<file path="src/rtl/sram_port_arbiter.sv">
// sram_port_arbiter: shares one SRAM-like port between the IF-stage (inst)
// and MEM-stage (data) requesters. Data has fixed priority when no grant is
// locked. A stalled grant stays locked until the slave accepts it. Every
// accepted request leaves a tag in an order FIFO so that each in-order
// response can be steered back to the requester that issued it.
module sram_port_arbiter #(
  parameter int OUTSTANDING = 2
) (
  input  logic        clk,
  input  logic        reset,

  input  logic        inst_req,
  input  logic        inst_wr,
  input  logic [1:0]  inst_size,
  input  logic [31:0] inst_addr,
  input  logic [3:0]  inst_wstrb,
  input  logic [31:0] inst_wdata,
  output logic        inst_addr_ok,
  output logic        inst_data_ok,
  output logic [31:0] inst_rdata,

  input  logic        data_req,
  input  logic        data_wr,
  input  logic [1:0]  data_size,
  input  logic [31:0] data_addr,
  input  logic [3:0]  data_wstrb,
  input  logic [31:0] data_wdata,
  output logic        data_addr_ok,
  output logic        data_data_ok,
  output logic [31:0] data_rdata,

  output logic        mem_req,
  output logic        mem_wr,
  output logic [1:0]  mem_size,
  output logic [31:0] mem_addr,
  output logic [3:0]  mem_wstrb,
  output logic [31:0] mem_wdata,
  input  logic        mem_addr_ok,
  input  logic        mem_data_ok,
  input  logic [31:0] mem_rdata,

  output logic        arb_err
);

  localparam int PTR_W = (OUTSTANDING > 1) ? $clog2(OUTSTANDING) : 1;
  localparam int CNT_W = $clog2(OUTSTANDING + 1);

  localparam logic TAG_INST = 1'b0;
  localparam logic TAG_DATA = 1'b1;

  typedef enum logic [1:0] {
    IDLE      = 2'd0,
    LOCK_INST = 2'd1,
    LOCK_DATA = 2'd2
  } state_t;

  typedef enum logic [1:0] {
    GNT_NONE = 2'd0,
    GNT_INST = 2'd1,
    GNT_DATA = 2'd2
  } gnt_t;

  state_t             state_q;
  gnt_t               gnt;
  logic [PTR_W-1:0]   wr_ptr_q;
  logic [PTR_W-1:0]   rd_ptr_q;
  logic [CNT_W-1:0]   count_q;
  logic [CNT_W-1:0]   count_d;
  logic               tag_q [OUTSTANDING];
  logic               arb_err_q;

  logic fifo_full;
  logic fifo_empty;
  logic accept;
  logic pop;
  logic head_tag;

  assign fifo_full  = (count_q == CNT_W'(OUTSTANDING));
  assign fifo_empty = (count_q == '0);

  // Grant selection: a lock pins the grant; otherwise data wins over inst.
  // Reset suppresses every grant so the port is silent while reset is high.
  always_comb begin
    gnt = GNT_NONE;
    if (!reset) begin
      case (state_q)
        IDLE: begin
          if (data_req)      gnt = GNT_DATA;
          else if (inst_req) gnt = GNT_INST;
        end
        LOCK_INST: gnt = GNT_INST;
        LOCK_DATA: gnt = GNT_DATA;
        default:   gnt = GNT_NONE;
      endcase
    end
  end

  // Request mux toward the slave; a full tag FIFO holds the request back.
  always_comb begin
    mem_req   = 1'b0;
    mem_wr    = 1'b0;
    mem_size  = 2'd0;
    mem_addr  = 32'd0;
    mem_wstrb = 4'd0;
    mem_wdata = 32'd0;
    case (gnt)
      GNT_INST: begin
        mem_req   = inst_req && !fifo_full;
        mem_wr    = inst_wr;
        mem_size  = inst_size;
        mem_addr  = inst_addr;
        mem_wstrb = inst_wstrb;
        mem_wdata = inst_wdata;
      end
      GNT_DATA: begin
        mem_req   = data_req && !fifo_full;
        mem_wr    = data_wr;
        mem_size  = data_size;
        mem_addr  = data_addr;
        mem_wstrb = data_wstrb;
        mem_wdata = data_wdata;
      end
      default: ;
    endcase
  end

  assign accept       = mem_req && mem_addr_ok;
  assign inst_addr_ok = accept && (gnt == GNT_INST);
  assign data_addr_ok = accept && (gnt == GNT_DATA);

  // Responses arrive in acceptance order, so the FIFO head names the owner.
  // Popping is deliberately not fed back into fifo_full this cycle, which
  // keeps mem_data_ok off any combinational path to mem_req.
  assign head_tag     = tag_q[rd_ptr_q];
  assign pop          = mem_data_ok && !fifo_empty && !reset;
  assign inst_data_ok = pop && (head_tag == TAG_INST);
  assign data_data_ok = pop && (head_tag == TAG_DATA);
  assign inst_rdata   = mem_rdata;
  assign data_rdata   = mem_rdata;
  assign arb_err      = arb_err_q && !reset;

  // Lock FSM: hold a stalled grant until accepted or the requester gives up.
  always_ff @(posedge clk) begin
    if (reset) begin
      state_q <= IDLE;
    end else begin
      case (state_q)
        IDLE: begin
          if (mem_req && !mem_addr_ok)
            state_q <= (gnt == GNT_DATA) ? LOCK_DATA : LOCK_INST;
        end
        LOCK_INST: begin
          if (accept || !inst_req) state_q <= IDLE;
        end
        LOCK_DATA: begin
          if (accept || !data_req) state_q <= IDLE;
        end
        default: state_q <= IDLE;
      endcase
    end
  end

  // Occupancy next-state: simultaneous push and pop leave the count alone.
  always_comb begin
    count_d = count_q;
    case ({accept, pop})
      2'b10:   count_d = count_q + CNT_W'(1);
      2'b01:   count_d = count_q - CNT_W'(1);
      default: count_d = count_q;
    endcase
  end

  // Tag FIFO control state and the sticky orphan-response flag.
  always_ff @(posedge clk) begin
    if (reset) begin
      wr_ptr_q  <= '0;
      rd_ptr_q  <= '0;
      count_q   <= '0;
      arb_err_q <= 1'b0;
    end else begin
      if (accept) wr_ptr_q <= wr_ptr_q + PTR_W'(1);
      if (pop)    rd_ptr_q <= rd_ptr_q + PTR_W'(1);
      count_q <= count_d;
      if (mem_data_ok && fifo_empty) arb_err_q <= 1'b1;
    end
  end

  // Tag storage: written on accept, contents are meaningless until pushed.
  always_ff @(posedge clk) begin
    if (accept) tag_q[wr_ptr_q] <= (gnt == GNT_DATA) ? TAG_DATA : TAG_INST;
  end

endmodule

</file>
<file path="config.mk">
export PLATFORM = sky130hd
export DESIGN_NAME = sram_port_arbiter
export DESIGN_NICKNAME = d
export VERILOG_FILES = /design/src/rtl/sram_port_arbiter.sv
export SDC_FILE = /design/constraint.sdc
export NUM_CORES = 1
export LEC_CHECK = 0
export ABC_AREA = 1
export CAP_MARGIN = 20
export CORE_AREA = 4 4 122 124
export CTS_CLUSTER_DIAMETER = 50
export CTS_CLUSTER_SIZE = 16
export DETAILED_ROUTE_END_ITERATION = 8
export DIE_AREA = 0 0 126 128
export DONT_BUFFER_PORTS = 1
export SETUP_SLACK_MARGIN = 0.02
export SLEW_MARGIN = 15
export SYNTH_ARGS = -nofsm -noshare
export SYNTH_HDL_FRONTEND = slang
export SYNTH_SLANG_ARGS = --single-unit
</file>
<file path="constraint.sdc">
create_clock -name clk -period 2.6 [get_ports clk]
set_input_delay 0 -clock clk [delete_from_list [all_inputs] [get_ports clk]]
set_output_delay 0 -clock clk [all_outputs]
set_load 0.02 [all_outputs]
</file>
Word level (Yosys, flattened, before mapping)

Memories as Yosys holds them, arrays and structs flattened. A register that Yosys moved wholly into a read port is not among the register bits.
Index checks and enable logic that the tools add are counted.

$add $sub $neg: 4
$mul: 0
Div/mod/pow operators: 0
$lt $le $gt $ge: 0
Eq/ne operators: 10
Shift-type cells: 0
Mux-type cells: 21
Bitwise operators: 1
Reductions and logical operators: 24

Operator list:

| operator                                          | count |
|---|---|
| case mux 32 bit (2 select lines)                  | 2 |
| logical AND 1 bit                                 | 12 |
| 2-to-1 mux 2 bit                                  | 6 |
| case mux 2 bit (3 select lines)                   | 2 |
| == test 2 bit (second input constant)             | 4 |
| case mux 2 bit (2 select lines)                   | 2 |
| case mux 4 bit (2 select lines)                   | 1 |
| == test 2 x 1 -> 1 bit (second input constant)    | 3 |
| logical NOT 1 bit                                 | 6 |
| 2-to-1 mux 1 bit                                  | 6 |
| != test 2 bit (second input constant)             | 3 |
| logical NOT 2 bit                                 | 2 |
| case mux 1 bit (2 select lines)                   | 2 |
| AND reduction 3 bit                               | 1 |
| adder 1 bit (second input constant)               | 2 |
| adder 2 x 1 -> 2 bit (second input constant)      | 1 |
| logical OR 1 bit                                  | 2 |
| nonzero test 2 bit                                | 1 |
| subtractor 2 x 1 -> 2 bit (second input constant) | 1 |
| NOT 1 bit                                         | 1 |

Register bits after elaboration: 7
Bits in latches: 0
Memory bits (writable): 2
ROM bits: 0
Bits of input ports: 180
Output and inout bits: 141
Logic and storage cells: 66
Memories kept: 1

Memory list:

| name  | depth | width | rd ports | clocked after memory_dff | write ports | RTL line | source |
|---|---|---|---|---|---|---|---|
| tag_q | 2     | 1     | 1        | 1                        | 1           | 69       | `logic tag_q [OUTSTANDING];` |

Logic depth before layout (Yosys ltp)

Gate-level depths: netlist of run 1.

Word-level depth: 10
Depth in mapped cells: 15

Worst setup path after synthesis of run 1

No wires, ideal clock.

Path kind: flip-flop to flip-flop
Start: register state_q[1]
End: register count_q[1]
Arrival: 2.026 ns
Data required time: 2.469 ns
Slack: 0.443 ns
Cell stages (with the launch flop): 14
Buffers on the path: 1
Period minus slack after synthesis: 2.157 ns
Cell sequence: dfxtp_1 nor2_1 nor3_1 inv_1 ha_1 buf_2 a21oi_4 nand3_4 ha_1 inv_1 nand2_1 nor2_1 nand2_1 nor3b_1

Cells in the longest elaborated chain, start to end: 8
Elaborated cells between the ends (all ways): 13
Those cells by class: eq/ne (6); mux (4); reduce/logical (3)

Ends and longest elaborated chain:

| what                                                                  | RTL line | source |
|---|---|---|
| start, declared                                                       | 63       | `state_t state_q;` |
| start signal, assigned                                                | 150      | `state_q <= (gnt == GNT_DATA) ? LOCK_DATA : LOCK_INST;` |
| == test 2 bit (tied with other cells)                                 | 86       | `case (state_q)` |
| case mux 2 bit (3 select lines) *                                     | 86       |  |
| 2-to-1 mux 2 bit *                                                    | 85       | `if (!reset) begin` |
| == test 2 bit or == test 2 x 1 -> 1 bit (tied branches)               | 106      | `case (gnt)` |
| case mux 1 bit (2 select lines) *                                     | 106      |  |
| logical AND 1 bit *                                                   | 127      | `assign accept = mem_req && mem_addr_ok;` |
| == test 2 x 1 -> 1 bit or == test 2 bit (tied branches)               | 166      | `case ({accept, pop})` |
| case mux 2 bit (2 select lines) or nonzero test 2 bit (tied branches) | n/a      |  |
| end signal, assigned                                                  | 183      | `count_q <= count_d;` |
| end, declared                                                         | 67       | `logic [CNT_W-1:0] count_q;` |

Every way passes the cells marked *; elsewhere a longest branch is shown, timed or not.
A chain may end at the register's enable or synchronous reset.

Worst setup path in the final report of run 1

Start: register state_q[1]
End: output port mem_wdata[3]

Cells in the longest elaborated chain, start to end: 5
Elaborated cells between the ends (all ways): 8
Those cells by class: eq/ne (4); mux (3); reduce/logical (1)

Ends and longest elaborated chain:

| what                                                    | RTL line | source |
|---|---|---|
| == test 2 bit (tied with other cells)                   | 86       |  |
| case mux 2 bit (3 select lines) *                       | 86       |  |
| 2-to-1 mux 2 bit *                                      | 85       |  |
| == test 2 bit or == test 2 x 1 -> 1 bit (tied branches) | 106      |  |
| case mux 32 bit (2 select lines) *                      | 106      |  |
| end, declared                                           | 37       | `output logic [31:0] mem_wdata,` |

Marks and branches as above.

==> metrics.log, run 1 <==
[metrics] type of the worst setup path: flop to output pin
[metrics] max capacitance violation total: 0
[metrics] met3 track utilization from global routing: 2.67%
[metrics] RSZ-0062 raised after global routing: no
[metrics] all-layer global routing usage: 8.48%
[metrics] area share of the largest cell type after synthesis: 28.4%
[metrics] H-tree levels: 1
[metrics] #FFs+latches synth: 10
[metrics] count of different cell masters after synthesis: 22
[metrics] total wirelength of the detailed-routed design: 7.93 mm
[metrics] WP data arrival: 2.30 ns
[metrics] wire length of the first global-routing pass: 10.7 mm
[metrics] count of pins on the block boundary: 321
[metrics] starting density of the core: 15.0%
[metrics] sort of element at the start of the critical path: flop
[metrics] fraction of final layout cells sized beyond drive strength 1: 7.86%
[metrics] required time worst endpoint: 2.60 ns
[metrics] fill cell total of the finished layout: 1640
[metrics] Die X-Extent: 126 microns
[metrics] clock slew at reported path FFs: 0.04 ns
[metrics] Chip Height: 128 microns
[metrics] final core area utilization: 14.0%
[metrics] number of hold-repair buffers added at the cts stage: 3
[metrics] number of max-slew violations in the final report: 0
[metrics] path category of the worst min-delay check: input pin to output pin
[metrics] worst slew slack as a fraction of its limit: 52.0%
[metrics] via count of the routed design: 2122
[metrics] GRT Residual Overflow: 0
[metrics] count of mapped cells out of synthesis: 386
[metrics] post-layout min period: 2.30 ns
[metrics] clock skew: 0.00229 ns
[metrics] number of nets at the end of the flow: 502
[metrics] maximum operating frequency: 435 MHz
[metrics] cell type contributing the most total cell area after synthesis: nand2_1
[metrics] IR Drop Worst-Case VDD: 0.188 mV
[metrics] Core Region: 0.0138 sq mm
[metrics] Clock Tree Root: clkbuf_16
[metrics] total power consumption of the routed design: 0.000814 W
[metrics] highest-utilization routing layer at the global route stage: met2
[metrics] mapped cell area: 0.00206 sq mm
[metrics] number of rows created at floorplan: 43
[metrics] crit share post-route: 88.5%
[metrics] antenna violation net count after detailed routing: 0
[metrics] crit path max fanout: 71
[metrics] static power due to leakage: 0.574 nW
[metrics] M2 GR Usage: 13.5%
[metrics] synthesized net count: 569
[metrics] first-pass iteration count of the detailed router: 7
[metrics] number of buffer cells added on primary ports: 0
[metrics] count of endpoints failing setup in the final report: 0
[metrics] maximum number of pins on one net before global-route repair: 72
[metrics] Async SR Flop Fraction: 0%
[metrics] leading register cell type out of synthesis: dfxtp_1
[metrics] met1 usage: 10.7%
[metrics] wire per inst: 15.9 microns
[metrics] setup repair bufs after CTS: 0
[metrics] Longest Clk Path Bufs: 2
[metrics] total DRC errors in the routed layout: 0
[metrics] syn_area_per_cell: 5.35 sq um
[metrics] worst-margin pin slew: 0.719 ns
[metrics] Post-synth EDFFs: 2
[metrics] TritonCTS buffer count: 3
[metrics] most used standard cells in the synthesized netlist: nand2_1, a21oi_1, buf_4
[metrics] mean number of vias per cell: 4.26
[metrics] detailed placement HPWL: 6.62 mm
[metrics] largest cells by area after synthesis: nand2_1, buf_4, a21oi_1
[metrics] worst slack on hold paths: 0.0000113 ns
[metrics] Die ar.: 0.0161 sq mm
[metrics] run status: complete, no violations
[metrics] clock latency reported for the late side of the worst-skew pair: 0.24 ns
[metrics] Critical Path End Type: output pin
[metrics] worst slack, placed: 0.341 ns
[metrics] number of inserted diodes: 0
[metrics] most numerous cell in the Yosys netlist: nand2_1
[metrics] CTS tree: built
[metrics] area growth from synthesis to layout: -6.37%
[metrics] sequential share of the synthesized area: 10.7%
[metrics] number of warnings printed during yosys synthesis: 0
[metrics] vias in the first global route: 1806
[metrics] minimum setup slack in the final design: 0.299 ns
[metrics] count of clock tree sinks: 10
[metrics] final total negative setup slack: 0 ns
[metrics] Final Wtd Congestion: 0.799
[metrics] number of hold violations in the final report: 0
[metrics] PwrDens: 422 mW/mm^2
[metrics] # resized after CTS: 0
[metrics] Iteration-0 DRC Markers: 205
[metrics] antenna violations before repair: 0
==> cells in the final DEF (no fill, tap or decap), types with 3 or more instances in the layout <==
cell,n
clkbuf_16,3
a21oi_1,77
dfxtp_1,8
nand2_1,156
nand3_1,6
dlygate4sd3_1,3
inv_1,13
nor2_1,20
buf_4,14
==> stage by stage <==
stage          instance area (sq um)  std cells
3_3_place_gp                    1810        491
3_5_place_dp                    1810        491
6_report                        1930        498
4_1_cts                         1930        498
2_1_floorplan                   2060        386
5_1_grt                         1930        498
==> power by group <==
| part | leakage (nW) | total, W | internal, W | switching, W |
|---|---|---|---|---|
| registers | 0.0834 | 0.000176 | 0.000168 | 0.00000731 |
| clock network | 0.0442 | 0.000308 | 0.000232 | 0.0000760 |
| logic | 0.447 | 0.000331 | 0.0000781 | 0.000253 |
==> flip-flops by register name, indices dropped and copies added, names as in the netlist, named ones only <==
signal     count
wr_ptr_q       1
count_q        2
state_q        2
rd_ptr_q       1
arb_err_q      1
tag_q          2
==> layout make-up <==
type	count	area (sq um)	share of cell area, %
flip-flops and latches	10	220	11.4
clock buffers	4	88.8	4.60
well taps	180	225	11.7
repair buffers	17	135	6.99
inverters	15	56.3	2.91
multi-input cells	272	1210	62.4
==> routing by layer <==
layer  share of wire (%)  routed length, microns  vias to the layer above
met1                  36                    2890                      924
met5                   0                       0                        -
li1                    -                       -                     1014
met4                 2.5                     196                        0
met3                  13                    1010                       23
met2                  48                    3820                      161
==> worst max-delay path, stage by stage, from the launching register on <==
cell and delay [ns]:
dfxtp_1 0.37, nor2_1 0.08, nor3_1 0.23, inv_1 0.08
ha_2 0.36, buf_4 0.53, a21oi_1 0.13, buf_4 0.20
==> final timing paths <==
path                                 from                      end  slack [ns]  depth (start not counted)
setup / recovery  state_q[1]$_SDFFE_PP0P_             mem_wdata[3]        0.30                          7
hold / removal               mem_rdata[0]            inst_rdata[0]     0.00001                          0
setup reg to reg  state_q[1]$_SDFFE_PP0P_  count_q[1]$_SDFFE_PP0P_        0.33                         15
hold reg to reg     rd_ptr_q$_SDFFE_PP0P_    rd_ptr_q$_SDFFE_PP0P_        0.50                          2
==> cells by family after synthesis <==
| group | Yosys count | synth area share [%] |
|---|---|---|
| buffers and inverters | 104 | 31.1 |
| AOI/OAI and AO/OA | 80 | 20.0 |
| adders and majority gates | 3 | 1.82 |
| xor gates and xnor gates | 1 | 0.425 |
| DFF | 10 | 10.7 |
| and+or+nand+nor | 188 | 36.0 |
(Power assumes the default switching activity.)
==> run 2: changes to the inputs <==
- clock period: 2.6 -> 2.15 ns (I/O delays scaled with it)
==> run 2 against run 1 <==
Via count up 8.6%; setup slack lost 0.17 ns; first-iteration DRC count decreased by 21%; final cell count up 9.4%; die area did not move; critical path type unchanged; highest routed layer unchanged.
==> metrics.log, run 2 (synthesized netlist as in run 1, its figures left out) <==
[metrics] placement-stage cell area: 0.00220 sq mm (+21%)
[metrics] P_int: 0.000610 W (+28%)
[metrics] sequential power share: 20.8% (-0.8 points)
[metrics] crit path max fanout: 71 (unchanged)
[metrics] IR Drop Worst-Case VDD: 0.178 mV (-4.9%)
[metrics] total DRC errors in the routed layout: 0 (unchanged)
[metrics] number of hold violations in the final report: 0 (unchanged)
[metrics] CTS tree: built
[metrics] WP data arrival: 2.03 ns (-0.27 ns)
[metrics] run status: complete, no violations
[metrics] largest stage delay on the critical path: 0.46 ns (-0.07 ns)
[metrics] area growth from synthesis to layout: 15.1%
[metrics] maximum number of pins on one net before global-route repair: 75 (+4.2%)
[metrics] post-layout min period: 2.03 ns
[metrics] antenna violation net count after detailed routing: 0 (unchanged)
[metrics] all-layer global routing usage: 8.32% (-0.17 points)
[metrics] clock skew: 0.00241 ns (+0.000120 ns)
[metrics] max capacitance violation total: 0 (unchanged)
[metrics] fill cell total of the finished layout: 1609 (-1.9%)
[metrics] Die X-Extent: 126 microns (unchanged)
[metrics] via count of the routed design: 2304 (+8.6%)
[metrics] final total negative setup slack: 0 ns (unchanged)
[metrics] Final Wtd Congestion: 0.733 (-8.3%)
[metrics] largest registers in the final layout: count_q: 2 flops, state_q: 2 flops, tag_q: 2 flops
[metrics] number of nets at the end of the flow: 549 (+9.4%)
[metrics] count of endpoints failing setup in the final report: 0 (unchanged)
[metrics] H-tree levels: 1 (unchanged)
[metrics] static power due to leakage: 0.837 nW (+46%)
[metrics] Die ar.: 0.0161 sq mm (unchanged)
[metrics] mean number of vias per cell: 4.23 (-0.79%)
[metrics] Core Region: 0.0138 sq mm (unchanged)
[metrics] Chip Height: 128 microns (unchanged)
[metrics] worst slew slack as a fraction of its limit: 68.8% (+17 points)
[metrics] RSZ-0062 raised after global routing: no
[metrics] path category of the worst min-delay check: input pin to output pin
[metrics] Top delay family on crit path: compound AO/OA/AOI/OAI gates
[metrics] cell-by-cell trace of the critical path: nor2_4 > nand2_2 > a21oi_2 > ha_2 > buf_8 > a21oi_1
[metrics] number of inserted diodes: 0 (unchanged)
[metrics] number of rows created at floorplan: 43 (unchanged)
[metrics] Clock Tree Root: clkbuf_16
[metrics] sum of buffers and inverters on the critical path: 1 (-2)
[metrics] fin area: 0.00237 sq mm (+23%)
[metrics] detailed placement HPWL: 6.45 mm (-2.5%)
[metrics] crit share post-route: 94.2%
[metrics] switching power as a share of total power: 40.3% (-0.94 points)
[metrics] count of pins on the block boundary: 321 (unchanged)
[metrics] Critical Path End Type: output pin
[metrics] PwrDens: 431 mW/mm^2 (+2.1%)
[metrics] combinational share of power: 47.5% (+6.9 points)
[metrics] clock slew at reported path FFs: 0.04 ns (about the same)
[metrics] type of the worst setup path: flop to output pin
[metrics] worst-margin pin slew: 0.469 ns (-0.251 ns)
[metrics] starting density of the core: 15.0% (unchanged)
[metrics] first-pass iteration count of the detailed router: 4 (-3)
[metrics] Psw: 0.000412 W (+23%)
[metrics] fraction of final layout cells sized beyond drive strength 1: 22.7% (+15 points)
[metrics] TritonCTS buffer count: 3 (unchanged)
[metrics] GRT Residual Overflow: 0 (unchanged)
[metrics] commonest non-fill, non-tap cell in the layout: nand2_1
[metrics] maximum operating frequency: 494 MHz
[metrics] sort of element at the start of the critical path: flop
[metrics] slowest CP cell: a21oi_1
[metrics] wire length of the first global-routing pass: 10.8 mm (+1.2%)
[metrics] total wirelength of the detailed-routed design: 7.89 mm (-0.45%)
[metrics] antenna violations before repair: 0 (unchanged)
[metrics] highest-count cells in the layout ignoring fill and taps: nand2_1, a21oi_1, buf_4
[metrics] clock latency reported for the late side of the worst-skew pair: 0.23 ns (about the same)
[metrics] number of buffer cells added on primary ports: 0 (unchanged)
[metrics] share of total power in the clock network: 31.7% (-6.1 points)
[metrics] Longest Clk Path Bufs: 2 (unchanged)
[metrics] count of clock tree sinks: 10 (unchanged)
[metrics] number of max-slew violations in the final report: 0 (unchanged)
[metrics] Iteration-0 DRC Markers: 162 (-21%)
[metrics] wire per inst: 14.5 microns (-9.0%)
[metrics] required time worst endpoint: 2.15 ns (-0.45 ns)
[metrics] vias in the first global route: 1957 (+8.4%)
run 2: worst reg2reg max path, cell delays in order, from the launching register on:
cell and delay, ns:
dfxtp_4 0.35, nor2_4 0.12, nand2_2 0.08, a21oi_2 0.17, ha_2 0.32, a21oi_4 0.16, nand3_4 0.10, ha_4 0.22
inv_2 0.05, nand2_1 0.05, nor2_2 0.09, nand2_1 0.05, nor3b_1 0.13
run 2: power groups by stage:
stage          clock (W)  combinational (W)  sequential (W)
3_3_place_gp           0           0.000455        0.000215
2_1_floorplan          0           0.000504        0.000214
6_report        0.000324           0.000486        0.000213
5_1_grt         0.000341           0.000535        0.000214
4_1_cts         0.000338           0.000473        0.000212
3_5_place_dp           0           0.000460        0.000216
run 2: area by class of cell:
class / count / area (sq um) / area share [%]
clock inverters: 1 / 3.75 / 0.158
multi-input cells: 272 / 1260 / 53.0
inverters: 15 / 58.8 / 2.48
flip-flops and latches: 10 / 225 / 9.48
clock buffers: 3 / 75.1 / 3.16
well taps: 180 / 225 / 9.48
repair buffers: 64 / 528 / 22.2
run 2: stage by stage:
stage	power (W)	utilization (%)	instances	setup slack [ns]	hold WS, ns
floorplan	0.000718	-	386	0.0332	0.113
global placement	0.000670	16.0	537	0.0912	0.000211
detailed placement	0.000675	16.0	537	0.0225	0.000211
CTS	0.00102	16.8	544	0.0135	0.000211
global route	0.00109	17.2	545	0.0265	0.0000499
finish	0.00102	17.2	545	0.124	0.0000113
run 2: timing repair:
item / in CTS / in global routing
setup buffers: 0 / 1
resized for setup: 3 / 18
gates cloned: 0 / 0
pin swaps: 0 / 7
setup endpoints to repair: 72 / 74
hold buffers: 3 / 0
hold endpoints to repair: 8 / 0
run 2: path summary, 6_finish.rpt:
kind / from / to / slack (ns) / depth (start not counted)
setup reg to reg: state_q[1]$_SDFFE_PP0P_ / count_q[1]$_SDFFE_PP0P_ / 0.14 / 12
hold reg to reg: rd_ptr_q$_SDFFE_PP0P_ / rd_ptr_q$_SDFFE_PP0P_ / 0.50 / 2
setup / recovery: state_q[1]$_SDFFE_PP0P_ / mem_addr[9] / 0.12 / 6
hold / removal: mem_rdata[0] / inst_rdata[0] / 0.00001 / 0
run 2: layer usage:
metal,routed length [microns],GRT usage [%],part of all wire [%],vias to the layer above
met5,0,0,0,-
met2,4080,14.8,52,190
met4,118,2.08,1.5,0
met1,2670,9.55,34,985
li1,-,-,-,1110
met3,1020,2.92,13,19
==> run 3: changes to the inputs <==
--- a/config.mk
+++ b/config.mk
@@ -8,9 +8,9 @@
 export ABC_AREA = 1
 export CAP_MARGIN = 20
-export CORE_AREA = 4 4 122 124
+export CORE_AREA = 4 4 124 126
 export CTS_CLUSTER_DIAMETER = 50
 export CTS_CLUSTER_SIZE = 16
 export DETAILED_ROUTE_END_ITERATION = 8
-export DIE_AREA = 0 0 126 128
+export DIE_AREA = 0 0 128 130
 export DONT_BUFFER_PORTS = 1
 export SETUP_SLACK_MARGIN = 0.02
==> constraint.sdc (replaced) <==
create_clock -name clk -period 2.15 [get_ports clk]
set_input_delay 0 -clock clk [delete_from_list [all_inputs] [get_ports clk]]
set_output_delay 0 -clock clk [all_outputs]
set_load 0.005 [all_outputs]
==> run 3 against run 2 <==
Sequential power about the same; global-route usage decreased by 0.27 points; wire length decreased by 0.20%; worst hold slack about the same; power decreased by 7.4%; die area increased by 3.2%; register-to-register slack got worse by 0.08 ns; via count decreased by 7.9%; first-iteration DRC count decreased by 3.1%; setup slack got worse by 0.064 ns; clock skew about the same; utilization decreased by 3.1 points; critical path type is now flop to flop.
==> metrics.log, run 3 (synthesized netlist as in run 1, its figures left out) <==
[metrics] run status: complete, no violations
[metrics] worst slew slack as a fraction of its limit: 74.0% (+5.2 points)
[metrics] sequential power share: 22.5% (+1.7 points)
[metrics] Die ar.: 0.0166 sq mm (+3.2%)
[metrics] required time worst endpoint: 2.27 ns (+0.12 ns)
[metrics] Setup crit end: count_q[1]$_SDFFE_PP0P_
[metrics] first-pass iteration count of the detailed router: 4 (unchanged)
[metrics] minimum setup slack in the final design: 0.0603 ns (-0.0641 ns)
[metrics] TritonCTS buffer count: 3 (unchanged)
[metrics] count of pins on the block boundary: 321 (unchanged)
[metrics] total power consumption of the routed design: 0.000947 W (-7.4%)
[metrics] wire per inst: 15.7 microns (+8.8%)
[metrics] number of hold violations in the final report: 0 (unchanged)
[metrics] clock slew at reported path FFs: 0.04 ns (about the same)
[metrics] all-layer global routing usage: 8.05% (-0.27 points)
[metrics] vias in the first global route: 1700 (-13%)
[metrics] Setup crit start: state_q[1]$_SDFFE_PP0P_
[metrics] worst-margin pin slew: 0.391 ns (-0.0778 ns)
[metrics] R2R setup slack: 0.06 ns (-0.08 ns)
[metrics] fill cell total of the finished layout: 1663 (+3.4%)
[metrics] GRT Residual Overflow: 0 (unchanged)
[metrics] number of buffer cells added on primary ports: 0 (unchanged)
[metrics] share of total power in the clock network: 40.0% (+8.3 points)
[metrics] crit share post-route: 97.2% (+3.0 points)
[metrics] number of nets at the end of the flow: 500 (-8.9%)
[metrics] detailed placement HPWL: 6.42 mm (-0.57%)
[metrics] Die X-Extent: 128 microns (+1.6%)
[metrics] multi-input gate area in the final layout: 0.00128 sq mm (+2.0%)
[metrics] Core Region: 0.0143 sq mm (+3.9%)
[metrics] H-tree levels: 1 (unchanged)
[metrics] Iteration-0 DRC Markers: 157 (-3.1%)
[metrics] starting density of the core: 14.4% (-0.57 points)
[metrics] antenna violations before repair: 0 (unchanged)
[metrics] number of max-slew violations in the final report: 0 (unchanged)
[metrics] Clock Tree Root: clkbuf_16
[metrics] crit path max fanout: 4 (-94%)
[metrics] total wirelength of the detailed-routed design: 7.87 mm (-0.20%)
[metrics] P_int: 0.000598 W (-1.9%)
[metrics] placed cell count: 490 (-8.8%)
[metrics] start of the worst register-to-register path: state_q[1]$_SDFFE_PP0P_
[metrics] PwrDens: 468 mW/mm^2 (+8.8%)
[metrics] clock latency reported for the late side of the worst-skew pair: 0.24 ns (about the same)
[metrics] Chip Height: 130 microns (+1.6%)
[metrics] count of clock tree sinks: 10 (unchanged)
[metrics] highest-count cells in the layout ignoring fill and taps: nand2_1, a21oi_1, nor2_1
[metrics] fraction of final layout cells sized beyond drive strength 1: 11.4% (-11 points)
[metrics] post-layout min period: 2.09 ns (+0.0641 ns)
[metrics] type of the worst setup path: flop to flop
[metrics] worst slack, placed: 0.00961 ns (-0.0129 ns)
[metrics] maximum operating frequency: 479 MHz (-3.1%)
[metrics] commonest non-fill, non-tap cell in the layout: nand2_1
[metrics] number of inserted diodes: 0 (unchanged)
[metrics] Critical Path End Type: flop
[metrics] switching power as a share of total power: 36.8% (-3.5 points)
[metrics] WP data arrival: 2.21 ns (+0.18 ns)
[metrics] area growth from synthesis to layout: -2.00%
[metrics] maximum number of pins on one net before global-route repair: 72 (-4.0%)
[metrics] sort of element at the start of the critical path: flop
[metrics] Psw: 0.000349 W (-15%)
[metrics] IR Drop Worst-Case VDD: 0.206 mV (+16%)
[metrics] combinational share of power: 37.5% (-10 points)
[metrics] via count of the routed design: 2121 (-7.9%)
[metrics] number of non-filler instances in the completed layout: 500 (-8.3%)
[metrics] worst slack on hold paths: 0.00000166 ns (-0.00000967 ns)
[metrics] clock skew: 0.00241 ns (-0.00000198 ns)
[metrics] number of rows created at floorplan: 44 (+2.3%)
[metrics] cell count of the worst reg-to-reg path: 15 (+3)
[metrics] FF-to-FF End: count_q[1]$_SDFFE_PP0P_
[metrics] max capacitance violation total: 0 (unchanged)
[metrics] static power due to leakage: 0.572 nW (-32%)
[metrics] final core area utilization: 14.1% (-3.1 points)
[metrics] mean number of vias per cell: 4.24 (+0.34%)
[metrics] Final Wtd Congestion: 0.766 (+4.6%)
[metrics] area taken by flip-flops and latches: 225 sq um (unchanged)
[metrics] path category of the worst min-delay check: input pin to output pin
[metrics] count of endpoints failing setup in the final report: 0 (unchanged)
[metrics] wire length of the first global-routing pass: 10.3 mm (-5.2%)
[metrics] CTS tree: built
[metrics] RSZ-0062 raised after global routing: yes
[metrics] Longest Clk Path Bufs: 2 (unchanged)
[metrics] antenna violation net count after detailed routing: 0 (unchanged)
[metrics] largest registers in the final layout: count_q: 2 flops, state_q: 2 flops, tag_q: 2 flops
[metrics] total DRC errors in the routed layout: 0 (unchanged)
[run 3: cell types whose count changed in the layout (fill, tap and decap cells not counted), sizes merged]
cell,change
buf,-49
clkbuf,+1
clkinv,-1
[run 3: cell type report]
class / count / area share (%)
Sequential cell: 10 / 11.1
Multi-Input combinational cell: 272 / 63.5
Timing Repair Buffer: 15 / 6.56
Clock buffer: 4 / 4.39
Tap cell: 184 / 11.4
Inverter: 15 / 3.03
[run 3: how the worst min path moves through the flow]
stage / start / end / slack [ns] / depth (start not counted)
final: mem_rdata[3] / data_rdata[3] / 0.000002 / 0
after global placement: mem_rdata[19] / data_rdata[19] / 0.00005 / 0
after detailed placement: mem_rdata[19] / data_rdata[19] / 0.00005 / 0
after CTS: mem_rdata[19] / data_rdata[19] / 0.00005 / 0
after floorplan: mem_rdata[0] / data_rdata[0] / 0.08 / 1
after global routing: mem_rdata[12] / inst_rdata[12] / 0.00002 / 0
[run 3: metrics by stage]
stage | setup TNS [ns] | cell area, sq um
finish | 0 | 2020
global route | -0.0812 | 2020
CTS | 0 | 1930
detailed placement | 0 | 1810
global placement | 0 | 1810
floorplan | 0 | 2080
[run 3: worst max-delay path: stages, from the launching register on]
cell and delay, ns:
dfxtp_4 0.36, nor2_4 0.14, nand2_2 0.09, a21oi_4 0.20
inv_2 0.07, ha_4 0.18, inv_4 0.06, nor2_2 0.04
nor2_4 0.12, nand3_4 0.09, ha_4 0.23, inv_4 0.05
nand2_2 0.06, nor2_4 0.08, nand2_1 0.05, nor3b_1 0.13
[run 3: per-layer routing]
metal | global-route usage (%) | part of all wire, % | routed length [microns]
met5 | 0 | 0 | 0
met2 | 14.0 | 52 | 4090
met4 | 3.00 | 2.1 | 169
met1 | 9.15 | 35 | 2730
met3 | 2.74 | 11 | 886
[run 3: power groups by stage]
stage | clock network, W | registers, W | logic [W]
6_report | 0.000379 | 0.000213 | 0.000355
5_1_grt | 0.000402 | 0.000214 | 0.000405
4_1_cts | 0.000392 | 0.000212 | 0.000333
3_5_place_dp | 0 | 0.000216 | 0.000324
3_3_place_gp | 0 | 0.000216 | 0.000319
2_1_floorplan | 0 | 0.000214 | 0.000349
[run 3: what timing repair did]
action | CTS | global route
gates resized for setup | 2 | 18
hold buffers | 3 | 0
hold endpoints to repair | 8 | 0
pin swaps | 0 | 7
buffers inserted | 0 | 3
endpoints found under the setup margin | 1 | 5
